$ cat src/rtl/pipe_hazard_ctrl.sv
// pipe_hazard_ctrl: pipeline hazard controller for a short in-order pipe.
// Detects load-use hazards and taken branches. Drives the PC and pipeline
// register enables, and the flush controls. HALT holds the pipe until resume.
// All outputs are registered Moore outputs decoded from the next state.
// Optional feature: define PIPE_STALL_COUNTER_EN to count STALL/HALT cycles
// in stall_count, which saturates at 8'hFF. Without it, stall_count is 0.
//
// Handshake note: there is no valid/ready pair on this block. branch_taken
// and resume are single-cycle level inputs sampled at the rising edge. resume
// is only honoured while the block is in HALT.
module pipe_hazard_ctrl #(
  parameter int         FLUSH_LEN = 2,        // legal 1..7
  parameter logic [2:0] OP_LOAD   = 3'b011,
  parameter logic [2:0] OP_HALT   = 3'b111
) (
  input  logic       clock,
  input  logic       reset,
  input  logic [2:0] id_op,
  input  logic [2:0] id_a,
  input  logic [2:0] id_b,
  input  logic [2:0] ex_op,
  input  logic [2:0] ex_a,
  input  logic       branch_taken,
  input  logic       resume,
  output logic       pc_en,
  output logic       ifid_en,
  output logic       idex_en,
  output logic       ifid_flush,
  output logic       idex_flush,
  output logic [1:0] state,
  output logic [7:0] stall_count
);

  localparam logic [1:0] ST_RUN   = 2'b00;
  localparam logic [1:0] ST_STALL = 2'b01;
  localparam logic [1:0] ST_FLUSH = 2'b10;
  localparam logic [1:0] ST_HALT  = 2'b11;

  localparam logic [2:0] FLUSH_INIT = 3'(FLUSH_LEN - 1);

  logic [1:0] state_q, state_d;
  logic [2:0] cnt_q, cnt_d;
  logic       pc_en_q, pc_en_d;
  logic       ifid_en_q, ifid_en_d;
  logic       idex_en_q, idex_en_d;
  logic       ifid_flush_q, ifid_flush_d;
  logic       idex_flush_q, idex_flush_d;
  logic       load_use;

  // A load in EX whose destination feeds either decode source.
  assign load_use = (ex_op == OP_LOAD) && ((ex_a == id_a) || (ex_a == id_b));

  // Next-state and flush-counter logic. Branches only count from RUN.
  always_comb begin
    state_d = state_q;
    cnt_d   = cnt_q;
    case (state_q)
      ST_RUN: begin
        if (branch_taken) begin
          state_d = ST_FLUSH;
          cnt_d   = FLUSH_INIT;
        end else if (load_use) begin
          state_d = ST_STALL;
        end else if (id_op == OP_HALT) begin
          state_d = ST_HALT;
        end
      end
      ST_STALL: state_d = ST_RUN;
      ST_FLUSH: begin
        if (cnt_q == 3'd0) state_d = ST_RUN;
        else               cnt_d   = cnt_q - 3'd1;
      end
      ST_HALT: begin
        if (resume) state_d = ST_RUN;
      end
      default: state_d = ST_RUN;
    endcase
  end

  // Output decode from the next state. Only these four combinations exist.
  always_comb begin
    pc_en_d      = 1'b1;
    ifid_en_d    = 1'b1;
    idex_en_d    = 1'b1;
    ifid_flush_d = 1'b0;
    idex_flush_d = 1'b0;
    case (state_d)
      ST_STALL: begin
        pc_en_d      = 1'b0;
        ifid_en_d    = 1'b0;
        idex_flush_d = 1'b1;
      end
      ST_FLUSH: begin
        ifid_flush_d = 1'b1;
        idex_flush_d = 1'b1;
      end
      ST_HALT: begin
        pc_en_d   = 1'b0;
        ifid_en_d = 1'b0;
        idex_en_d = 1'b0;
      end
      default: ;
    endcase
  end

  // State, counter and output registers; reset returns to RUN.
  always_ff @(posedge clock) begin
    if (reset) begin
      state_q      <= ST_RUN;
      cnt_q        <= 3'd0;
      pc_en_q      <= 1'b1;
      ifid_en_q    <= 1'b1;
      idex_en_q    <= 1'b1;
      ifid_flush_q <= 1'b0;
      idex_flush_q <= 1'b0;
    end else begin
      state_q      <= state_d;
      cnt_q        <= cnt_d;
      pc_en_q      <= pc_en_d;
      ifid_en_q    <= ifid_en_d;
      idex_en_q    <= idex_en_d;
      ifid_flush_q <= ifid_flush_d;
      idex_flush_q <= idex_flush_d;
    end
  end

  assign state      = state_q;
  assign pc_en      = pc_en_q;
  assign ifid_en    = ifid_en_q;
  assign idex_en    = idex_en_q;
  assign ifid_flush = ifid_flush_q;
  assign idex_flush = idex_flush_q;

`ifdef PIPE_STALL_COUNTER_EN
  logic [7:0] stall_cnt_q, stall_cnt_d;

  // Count each cycle that the registered state is STALL or HALT. Stop at 8'hFF.
  always_comb begin
    stall_cnt_d = stall_cnt_q;
    if (((state_d == ST_STALL) || (state_d == ST_HALT)) && (stall_cnt_q != 8'hFF))
      stall_cnt_d = stall_cnt_q + 8'd1;
  end

  // Stall counter register.
  always_ff @(posedge clock) begin
    if (reset) stall_cnt_q <= 8'h00;
    else       stall_cnt_q <= stall_cnt_d;
  end

  assign stall_count = stall_cnt_q;
`else
  assign stall_count = 8'h00;
`endif

endmodule

$ cat config.mk
export PLATFORM = sky130hd
export DESIGN_NAME = pipe_hazard_ctrl
export DESIGN_NICKNAME = d
export VERILOG_FILES = /design/src/rtl/pipe_hazard_ctrl.sv
export SDC_FILE = /design/constraint.sdc
export NUM_CORES = 1
export LEC_CHECK = 0
export CAP_MARGIN = 15
export CORE_UTILIZATION = 26
export CTS_CLUSTER_SIZE = 16
export DETAILED_ROUTE_END_ITERATION = 10
export MAX_ROUTING_LAYER = met4
export PLACE_DENSITY_LB_ADDON = 0.2
export SYNTH_ARGS = -nofsm -noshare
export SYNTH_HDL_FRONTEND = slang
export SYNTH_SLANG_ARGS = --single-unit
$ cat constraint.sdc
create_clock -name clock -period 3.4 [get_ports clock]
set_input_delay 0.68 -clock clock [delete_from_list [all_inputs] [get_ports clock]]
set_output_delay 0.68 -clock clock [all_outputs]
set_load 0.03 [all_outputs]
Yosys cells after proc, flatten, opt, wreduce, memory -nomap -nowiden
Cells that the tools add are included.
{"block": "classes", "add_sub_neg": 1, "mul": 0, "div_mod_pow": 0, "order_cmp": 0, "n_eq_ne": 12, "n_shift": 0, "muxes": 13, "bitwise_logic": 0, "reduce_logical": 8}
{"op": "$mux W2", "count": 5}
{"op": "$eq A2 B2 Y1 const B", "count": 4}
{"op": "$pmux W2 S4", "count": 1}
{"op": "$eq A3 B3 Y1", "count": 2}
{"op": "$mux W3", "count": 2}
{"op": "$pmux W3 S2", "count": 1}
{"op": "$eq A2 B1 Y1 const B", "count": 2}
{"op": "$mux W1", "count": 4}
{"op": "$ne A2 B2 Y1 const B", "count": 2}
{"op": "$reduce_or A2 Y1", "count": 2}
{"op": "$eq A3 B2 Y1 const B", "count": 1}
{"op": "$eq A3 B3 Y1 const B", "count": 1}
{"op": "$logic_not A3 Y1", "count": 1}
{"op": "$reduce_and A3 Y1", "count": 1}
{"op": "$sub A3 B1 Y3 const B", "count": 1}
{"op": "$logic_not A2 Y1", "count": 1}
{"op": "$reduce_bool A2 Y1", "count": 1}
{"op": "$logic_and A1 B1 Y1", "count": 1}
{"op": "$logic_or A1 B1 Y1", "count": 1}
{"block": "totals", "register_bits": 9, "latch_bits": 0, "ramBits": 0, "romBits": 0, "input_bits": 19, "out_inout_bits": 15, "elab_cells": 40, "n_memories": 0}

Longest topological paths before layout
Gate-level depths: netlist of run 1.
{"block": "depth", "word_depth": 9, "depth_mapped": 8, "ltp_nobuf": 8}

Least setup slack after synthesis of run 1
OpenSTA, ideal clock, no wires.
{"block": "synth_path", "path_type": "input -> register", "from": "input ex_op[2]", "to": "register idex_flush_q (netlist: idex_flush)", "setup_time_ns": 0.114, "arrival_ns": 1.795, "t_required_ns": 3.286, "path_slack_ns": 1.491, "path_stages": 6, "n_path_buf": 0, "cell_sequence": "and3b_1 -> nand4_1 -> a31oi_1 -> o31ai_1 -> ha_1 -> nor2b_1"}
{"block": "synth_between", "elab_chain_len": 8, "elab_cells_between_ends": 9, "classes_between": "3 x eq/ne; 4 x mux; 2 x reduce/logical"}
{"item": "start, declared", "line_no": "21", "text": "input logic [2:0] ex_op,"}
{"item": "$eq A3 B2 Y1 (*)", "line_no": "51", "text": "assign load_use = (ex_op == OP_LOAD) && ((ex_a == id_a) || (ex_a == id_b));"}
{"item": "$logic_and A1 B1 Y1 (*)", "line_no": "51"}
{"item": "$mux W2 (*)", "line_no": "62", "text": "end else if (load_use) begin"}
{"item": "$mux W2 (*)", "line_no": "59", "text": "if (branch_taken) begin"}
{"item": "$pmux W2 S4 (*)", "line_no": "57", "text": "case (state_q)"}
{"item": "named net state_d[1]", "line_no": "41", "text": "logic [1:0] state_q, state_d;"}
{"item": "$eq A2 B2 Y1 / $eq A2 B1 Y1 (equally long branches)", "line_no": "87", "text": "case (state_d)"}
{"item": "$reduce_or A2 Y1 (no source line) (*)"}
{"item": "$mux W1 (*)", "line_no": "87"}
{"item": "named net idex_flush_d", "line_no": "47", "text": "logic idex_flush_q, idex_flush_d;"}
{"item": "end signal, assigned", "line_no": "123", "text": "idex_flush_q <= idex_flush_d;"}
{"item": "end, declared", "line_no": "47"}
Mark *: on every way through the listed nets, which the timed path passes. The rest lies on a longest branch.
A chain may end at the register's enable or synchronous reset.

Final worst setup path of run 1
{"block": "layout_path", "from": "input ex_a[2]", "to": "register idex_flush_q (netlist: idex_flush)"}
{"block": "layout_between", "elab_chain_len": 9, "elab_cells_between_ends": 11, "classes_between": "4 x eq/ne; 4 x mux; 3 x reduce/logical"}
{"item": "start, declared", "line_no": "22", "text": "input logic [2:0] ex_a,"}
{"item": "$eq A3 B3 Y1", "line_no": "51"}
{"item": "$logic_or A1 B1 Y1 (*)", "line_no": "51"}
{"item": "$logic_and A1 B1 Y1 (*)", "line_no": "51"}
{"item": "$mux W2 (*)", "line_no": "62"}
{"item": "$mux W2 (*)", "line_no": "59"}
{"item": "$pmux W2 S4 (*)", "line_no": "57"}
{"item": "named net state_d[1]", "line_no": "41"}
{"item": "$eq A2 B2 Y1 / $eq A2 B1 Y1 (equally long branches)", "line_no": "87"}
{"item": "$reduce_or A2 Y1 (no source line) (*)"}
{"item": "$mux W1 (*)", "line_no": "87"}
{"item": "named net idex_flush_d", "line_no": "47"}
Marks and branches as above.

==> reports/qor.csv, run 1 <==
metric,value,unit
outcome,"finished, final reports clean",
number of hold buffers added after CTS,0,
DR WL/cell,9.82,um
Via density,4.55,
Syn. warnings,0,
CP Cell Sequence,clkdlybuf4s50_1 > xnor2_1 > nand4_1 > a31oi_1 > o31ai_1 > ha_1 > nor2b_1,
largest cells by area after synthesis,"dfxtp_1 27%, buf_4 10%, ha_1 9.5%",
Max-Cap Viols,0,
hold path endpoint,cnt_q[1],
layout cells sized above 1,0.0816,
drt drc,0,
Layout area overhead,38.4,%
RSZ-0062 raised after global routing,false,
worst reg2reg startpoint,cnt_q[0],
Worst Hold Depth,2,
htree depth,1,
required time worst endpoint,3540,ps
dominant cell type by area after synthesis,dfxtp_1,
DRT iter0 DRCs,3,
static leakage,0.368,nW
hold_sp,cnt_q[1],
R2R depth,8,
die area,2750,um2
TNS Setup,0,ps
Setup Skew,1.92,ps
pre-CTS setup slack,878,ps
post-route ant nets,0,
pin count of the biggest net entering global routing,12,
Rows,17,
GPL Wtd Cong,0.693,
critical path capture point type,flop,
worst vdd ir,0.161,mV
# port buffers,25,
Critical Setup Path Class,primary input to flop,
PwrDens,349,nW/um2
worst skew pair latency,260,ps
top cell type's share of synthesized area,0.272,
Worst setup SP type,primary input,
total CTS buffers,3,
Mapped Cells,73,
"Hold Vio Cnt, Final",0,
Setup Viol. Count Final,0,
Hold WS,475,ps
vias in the first global route,544,
final setup margin,1140,ps
area occupied by registers,180,um2
TritonCTS clock tree,done,
DP Cell Count,122,
Syn Area/Cell,9.07,um2
Filler cells,257,
dpl hpwl,1030,um
Fmax achieved,442,MHz
post-synthesis cell type count,33,
placed cell area,890,um2
final WL,1240,um
I/O Pins,34,
diodes inserted,0,
Critical Path AT,2400,ps
worst-path maximum fanout,3,
global-route wire length before repair,2110,um
post-CTS sizing,0,
Mapped Area,662,um2
Total GRT Usage,0.113,
die height,52.5,um
Non-Filler Instances,126,
Die Wd,52.5,um
Final Max Tran Viols,0,
CORE AREA,2300,um2
CP max-delay cell,clkdlybuf4s50_1,
root buf cell,clkbuf_4,
"Reg clk slew, reported paths",60,ps
drt pass-1 iters,4,
cell area after layout,916,um2
CP max stage delay,500,ps
Final min period,2260,ps
Hold/Removal Path Class,flop to flop,
initial core utilization,0.288,
total grt overflow,0,
crit share post-route,0.665,
Multi-input gate area,417,um2
clock sinks,9,
FF-to-FF setup slack,1610,ps
"Net count, final",123,
# Post-CTS Setup Buffers,0,
Crit Reg-Reg Endpoint,idex_flush,
CTS max path bufs,2,
"flops & latches, synth",9,
sequential area share after synthesis,0.272,
initial antenna violation count,0,
DR vias,573,
flip-flops by register name, summed over array words and instances (netlist names):
name and cells:
ifid_flush 1, state 2, ifid_en 1, idex_en 1, cnt_q 3, idex_flush 1
cell usage after synthesis:
library cell	count
a21oi_1	3
a221oi_1	1
a31oi_1	2
a31oi_4	1
and2_1	1
and2_2	1
and3_1	1
and3b_1	1
buf_2	1
buf_4	9
buf_6	1
conb_1	1
dfxtp_1	9
ha_1	5
inv_1	2
mux2_2	1
nand2_1	2
nand2b_1	1
nand3_1	1
nand4_1	2
nor2_1	3
nor2b_1	4
nor2b_4	1
nor3_1	2
nor4b_1	1
o21ai_0	3
o21ba_1	1
o21bai_1	2
o31a_1	1
o31ai_1	1
or2_1	1
or3_4	1
xnor2_1	6
report_power, final:
group | internal [mW] | switching [mW] | leakage, nW | total, mW
clock network | 0.0452 | 0.0374 | 0.0150 | 0.0826
registers | 0.114 | 0.00785 | 0.0739 | 0.122
logic | 0.0584 | 0.0563 | 0.279 | 0.115
worst max-delay path: cells and delay by family:
family | cells | cell delay, ps
fa+ha+maj | 1 | 310
buf+inv | 1 | 500
xor+xnor | 1 | 130
compound gates | 2 | 430
simple gates | 2 | 340
cell type report:
| class | instances | share of cell area |
|---|---|---|
| inverters | 2 | 0.00820 |
| well taps | 28 | 0.0383 |
| multi-input cells | 58 | 0.455 |
| clock buffers | 4 | 0.0287 |
| repair buffers | 25 | 0.273 |
| flip-flops and latches | 9 | 0.197 |
worst max path at each step:
stage / slack, ps / startpoint / to / cells past startpoint
final: 1140 / ex_a[2] / idex_flush / 7
after global routing: 1010 / ex_a[0] / idex_flush / 7
after CTS: 1140 / ex_a[2] / idex_flush / 7
after detailed placement: 880 / ex_a[2] / idex_flush / 7
after global placement: 920 / ex_a[2] / idex_flush / 7
after floorplan: 1490 / ex_op[2] / idex_flush / 6
routing by layer:
layer,global-route usage,share of wire
met1,0.0969,0.40
met2,0.192,0.48
met3,0.0522,0.097
met4,0.0833,0.019
met5,-,0
cell usage in the layout, fill, tap and decap left out:
cell              n
clkbuf_4          3
o21ai_0           3
o31ai_1           1
nand4_1           2
dfxtp_1           9
nor4b_1           1
o21ba_1           1
conb_1            8
and2_1            1
nand3_1           1
a31oi_4           1
nor3_1            2
o21bai_1          2
o31a_1            1
and3_1            1
nor2b_1           4
mux2_2            1
nand2b_1          1
clkbuf_1          1
inv_1             2
or3_4             1
and3b_1           1
nand2_1           2
ha_1              5
a21oi_1           3
nor2b_4           1
xnor2_1           6
a221oi_1          1
clkdlybuf4s50_1  25
or2_1             1
nor2_1            3
a31oi_1           2
and2_2            1
cell families after synthesis:
group,share of synthesized area
other,0.00567
flip-flops,0.272
AND/OR/NAND/NOR,0.221
adder cells (fa/ha/maj),0.0945
XOR/XNOR,0.0794
multiplexers,0.0170
AO/OA/AOI/OAI,0.172
buffers and inverters,0.138
metrics by stage:
| step | util | total power, mW |
|---|---|---|
| after floorplan | - | 0.206 |
| after global placement | 0.387 | 0.238 |
| after detailed placement | 0.387 | 0.240 |
| after CTS | 0.399 | 0.326 |
| after global routing | 0.399 | 0.346 |
| final | 0.399 | 0.319 |
No activity file was read; power rests on OpenSTA's default activity.
==> run 2: changes to the inputs <==
clock period = 2.1 ns   (was 3.4 ns; I/O delays follow)
==> run 2 against run 1 <==
Compared with the run above:
- final area rose by 4.9%
- flip-flop and latch count unchanged
- hold slack got worse by 1.4 ps
- cell count is 4.8% higher
==> reports/qor.csv, run 2 (synthesis gave the netlist of run 1 again) <==
metric,value,unit,change
Pwr Total,0.531,mW,+66%
"most common cell after layout, fill and taps aside",clkdlybuf4s50_1,,
total grt overflow,0,,unchanged
initial core utilization,0.288,,unchanged
Critical Path AT,1530,ps,-870 ps
"Net count, final",129,,+4.9%
post-CTS sizing,0,,unchanged
# port buffers,25,,unchanged
pin count of the biggest net entering global routing,12,,unchanged
diodes inserted,0,,unchanged
Max-Cap Viols,0,,unchanged
CORE AREA,2300,um2,unchanged
Fmax achieved,514,MHz,
Critical Setup Path Class,flop to output port,,
die area,2750,um2,unchanged
DRT iter0 DRCs,2,,-1
"Hold Vio Cnt, Final",0,,unchanged
worst-path maximum fanout,11,,+8
GPL Wtd Cong,0.712,,+2.6%
worst skew pair latency,270,ps,about the same
layout cells sized above 1,0.135,,+0.0530
static leakage,0.397,nW,+7.8%
Worst setup SP type,flop,,
CP top delay family,buffers and inverters,,
Layout area overhead,45.2,%,
required time worst endpoint,1680,ps,-1860 ps
DP Cell Count,128,,+4.9%
Setup Viol. Count Final,0,,unchanged
CP Cell Sequence,clkdlybuf4s50_1,,
DR WL/cell,9.28,um,-5.5%
CP max-delay cell,clkdlybuf4s50_1,,
dpl hpwl,1010,um,-1.3%
"Reg clk slew, reported paths",70,ps,about the same
CTS max path bufs,2,,unchanged
TritonCTS clock tree,done,,
area occupied by registers,180,um2,unchanged
htree depth,1,,unchanged
initial antenna violation count,0,,unchanged
total CTS buffers,3,,unchanged
largest register by flop count,cnt_q,,
worst vdd ir,0.256,mV,+59%
root buf cell,clkbuf_4,,
outcome,"finished, final reports clean",,
global-route wire length before repair,2010,um,-4.6%
Multi-input gate area,417,um2,unchanged
Die Wd,52.5,um,unchanged
PwrDens,553,nW/um2,+58%
crit share post-route,0.927,,
Setup Skew,3.70,ps,+1.78 ps
critical path capture point type,output port,,
clock sinks,9,,unchanged
I/O Pins,34,,unchanged
drt drc,0,,unchanged
# Post-CTS Setup Buffers,0,,unchanged
placed cell area,935,um2,+5.1%
DR vias,590,,+3.0%
die height,52.5,um,unchanged
Final min period,1950,ps,
RSZ-0062 raised after global routing,false,,
Non-Filler Instances,132,,+4.8%
vias in the first global route,534,,-1.8%
cell area after layout,961,um2,+4.9%
number of hold buffers added after CTS,0,,unchanged
final core utilization,0.418,,+0.0196
Via density,4.47,,-1.7%
drt pass-1 iters,4,,unchanged
Worst Path Buf+Inv,1,,unchanged
Final Max Tran Viols,0,,unchanged
Rows,17,,unchanged
final WL,1230,um,-0.97%
post-route ant nets,0,,unchanged
Total GRT Usage,0.107,,-0.00664
Filler cells,234,,-8.9%
"commonest non-fill, non-tap cells in the layout","25 x clkdlybuf4s50_1, 9 x dfxtp_1, 8 x conb_1",,
Hold/Removal Path Class,flop to flop,,
max FFs per register,3,,unchanged
CP max stage delay,740,ps,+240 ps
Hold WS,473,ps,-1.45 ps
-- run 2: cell types whose count changed in the layout (fill, tap and decap cells not counted) --
cell   delta
buf_4     +6
-- run 2: power breakdown --
part	internal (mW)	total, mW	switching (mW)
clock network	0.0737	0.143	0.0691
registers	0.185	0.197	0.0127
logic	0.0993	0.191	0.0914
-- run 2: metal layers --
metal | track usage | vias to the layer above | share of wire
met5 | - | - | 0
met4 | 0.0921 | 0 | 0.042
met3 | 0.0203 | 5 | 0.087
met2 | 0.181 | 32 | 0.46
met1 | 0.102 | 257 | 0.41
li1 | - | 296 | -
-- run 2: worst paths after layout --
check                              start         end  slack [ps]  depth (start not counted)
worst min-delay path            cnt_q[1]    cnt_q[1]         470                          2
worst max register to register  cnt_q[0]  idex_flush         340                          8
worst max-delay path            state[1]    state[1]         150                          1
worst min register to register  cnt_q[1]    cnt_q[1]         470                          2
-- run 2: area by class of cell --
type,count,share of cell area
Multi-Input combinational cell,58,0.434
Timing Repair Buffer,31,0.307
Sequential cell,9,0.188
Tap cell,28,0.0365
Clock buffer,4,0.0273
Inverter,2,0.00781
-- run 2: per-stage QoR --
step	TNS [ps]	setup WS, ps
after floorplan	0	407
after global placement	-39.0	-39.0
after detailed placement	-34.4	-34.4
after CTS	0	138
after global routing	0	87.2
final	0	153
==> run 3: changes to the inputs <==
--- a/constraint.sdc
+++ b/constraint.sdc
@@ -3,2 +3,2 @@
 set_output_delay 0.42 -clock clock [all_outputs]
-set_load 0.03 [all_outputs]
+set_load 0.1 [all_outputs]
==> run 3 against run 2 <==
Compared with the run above:
- global-route usage grew 0.71 points
- power up 15%
- register-to-register slack gained 20 ps
- final area shrank 1.7%
- first-iteration DRC count is 100% higher
- die area is the same
- via count down 1.0%
- setup slack improved by 67 ps
- routed wire length rose by 4.9%
- fmax grew 3.6%
- cell count unchanged
- sequential power about the same
- critical path type is now primary input to flop
- largest power group is now combinational cells
- highest routed layer unchanged
==> reports/qor.csv, run 3 (synthesis gave the netlist of run 1 again) <==
metric,value,unit,change
clock sinks,9,,unchanged
die area,2750,um2,unchanged
pin count of the biggest net entering global routing,12,,unchanged
Hold WS,467,ps,-6.46 ps
Final min period,1880,ps,-67.1 ps
drt pass-1 iters,3,,-1
final setup margin,220,ps,+67.1 ps
grt met3 use,0.0377,,+0.0174
worst skew pair latency,260,ps,about the same
placed cell area,918,um2,-1.7%
Filler cells,239,,+2.1%
"Hold Vio Cnt, Final",0,,unchanged
root buf cell,clkbuf_4,,
Worst setup SP type,primary input,,
final core utilization,0.411,,-0.00708
Critical Setup Path Class,primary input to flop,,
Critical Path AT,2020,ps,+490 ps
Via density,4.42,,-1.0%
worst-path maximum fanout,2,,-9
RSZ-0062 raised after global routing,false,,
largest register by flop count,cnt_q,,
met2 Track Usage GR,0.207,,+0.0253
outcome,"finished, final reports clean",,
crit share post-route,0.895,,-0.0319
global-route wire length before repair,2250,um,+12%
layout cells sized above 1,0.212,,+0.0769
worst vdd ir,0.254,mV,-0.99%
# port buffers,25,,unchanged
initial antenna violation count,0,,unchanged
cell area after layout,945,um2,-1.7%
DR vias,584,,-1.0%
GRT Max-Usage Layer,met2,,
CP max-delay cell,clkdlybuf4s50_1,,
required time worst endpoint,2240,ps,+560 ps
total grt overflow,0,,unchanged
TritonCTS clock tree,done,,
post-route ant nets,0,,unchanged
post-CTS sizing,0,,unchanged
PwrDens,646,nW/um2,+17%
met1 Resource Use GR,0.112,,+0.00964
dpl hpwl,1080,um,+6.2%
"Net count, final",129,,unchanged
Rows,17,,unchanged
# Post-CTS Setup Buffers,0,,unchanged
Total GRT Usage,0.114,,+0.00711
CTS max path bufs,2,,unchanged
Hold/Removal Path Class,flop to flop,,
DRT iter0 DRCs,4,,+2
critical path capture point type,flop,,
total CTS buffers,3,,unchanged
TNS Setup,0,ps,unchanged
final WL,1290,um,+4.9%
static leakage,0.403,nW,+1.6%
diodes inserted,0,,unchanged
CP Cell Sequence,clkdlybuf4s50_1 > xnor2_1 > nand4_1 > buf_4 > a31oi_4 > or2_1 > ha_1 > nor2b_1,,
"Reg clk slew, reported paths",60,ps,about the same
Setup Skew,2.43,ps,-1.27 ps
"most common cell after layout, fill and taps aside",clkdlybuf4s50_1,,
CORE AREA,2300,um2,unchanged
"commonest non-fill, non-tap cells in the layout","18 x clkdlybuf4s50_1, 13 x buf_4, 8 x conb_1, 8 x dfxtp_1, 6 x xnor2_1",,
vias in the first global route,587,,+9.9%
initial core utilization,0.288,,unchanged
Die Wd,52.5,um,unchanged
htree depth,1,,unchanged
Fmax achieved,532,MHz,+3.6%
number of hold buffers added after CTS,0,,unchanged
drt drc,0,,unchanged
I/O Pins,34,,unchanged
CP max stage delay,510,ps,-230 ps
pre-CTS setup slack,-56.9,ps,-22.5 ps
DR WL/cell,9.73,um,+4.9%
Final Max Tran Viols,0,,unchanged
max FFs per register,3,,unchanged
Max-Cap Viols,0,,unchanged
Setup Viol. Count Final,0,,unchanged
GPL Wtd Cong,0.772,,+8.5%
Layout area overhead,42.7,%,
die height,52.5,um,unchanged
## run 3: cell types whose count changed in the layout (fill, tap and decap cells not counted), sizes merged
cell | previous run | this run
buf | 6 | 13
clkdlybuf4s50 | 25 | 18
## run 3: worst max-delay path, delay by kind of cell
| kind | cells | cell delay [ps] |
|---|---|---|
| AOI/OAI and AO/OA | 1 | 140 |
| xor gates and xnor gates | 1 | 130 |
| adders and majority gates | 1 | 220 |
| buffers and inverters | 2 | 680 |
| and+or+nand+nor | 3 | 420 |
## run 3: cell type report
class	count	area, um2	share of cell area
multi-input combinational	58	417	0.441
timing repair buffer	31	278	0.294
sequential	9	181	0.192
tap	28	35.0	0.0371
clock buffer	4	26.3	0.0278
inverter	2	7.51	0.00795
## run 3: metrics by stage
stage / power, mW / instances
floorplan: 0.427 / 80
global route: 0.646 / 132
finish: 0.610 / 132
detailed placement: 0.484 / 128
global placement: 0.482 / 128
CTS: 0.618 / 132
## run 3: final timing paths
path | depth (start not counted) | end | from | slack, ps
setup / recovery | 8 | idex_flush | ex_a[2] | 220
setup reg to reg | 8 | idex_flush | cnt_q[0] | 360
hold / removal | 2 | cnt_q[1] | cnt_q[1] | 470
hold reg to reg | 2 | cnt_q[1] | cnt_q[1] | 470
## run 3: layer usage
metal  wire length (um)  part of all wire
met3                120             0.093
met5                  0                 0
met1                518              0.40
met4                 10            0.0078
met2                636              0.49
## run 3: where the power goes
part	internal, mW	switching (mW)	total, mW
registers	0.185	0.0136	0.199
logic	0.0961	0.184	0.280
clock network	0.0731	0.0590	0.132
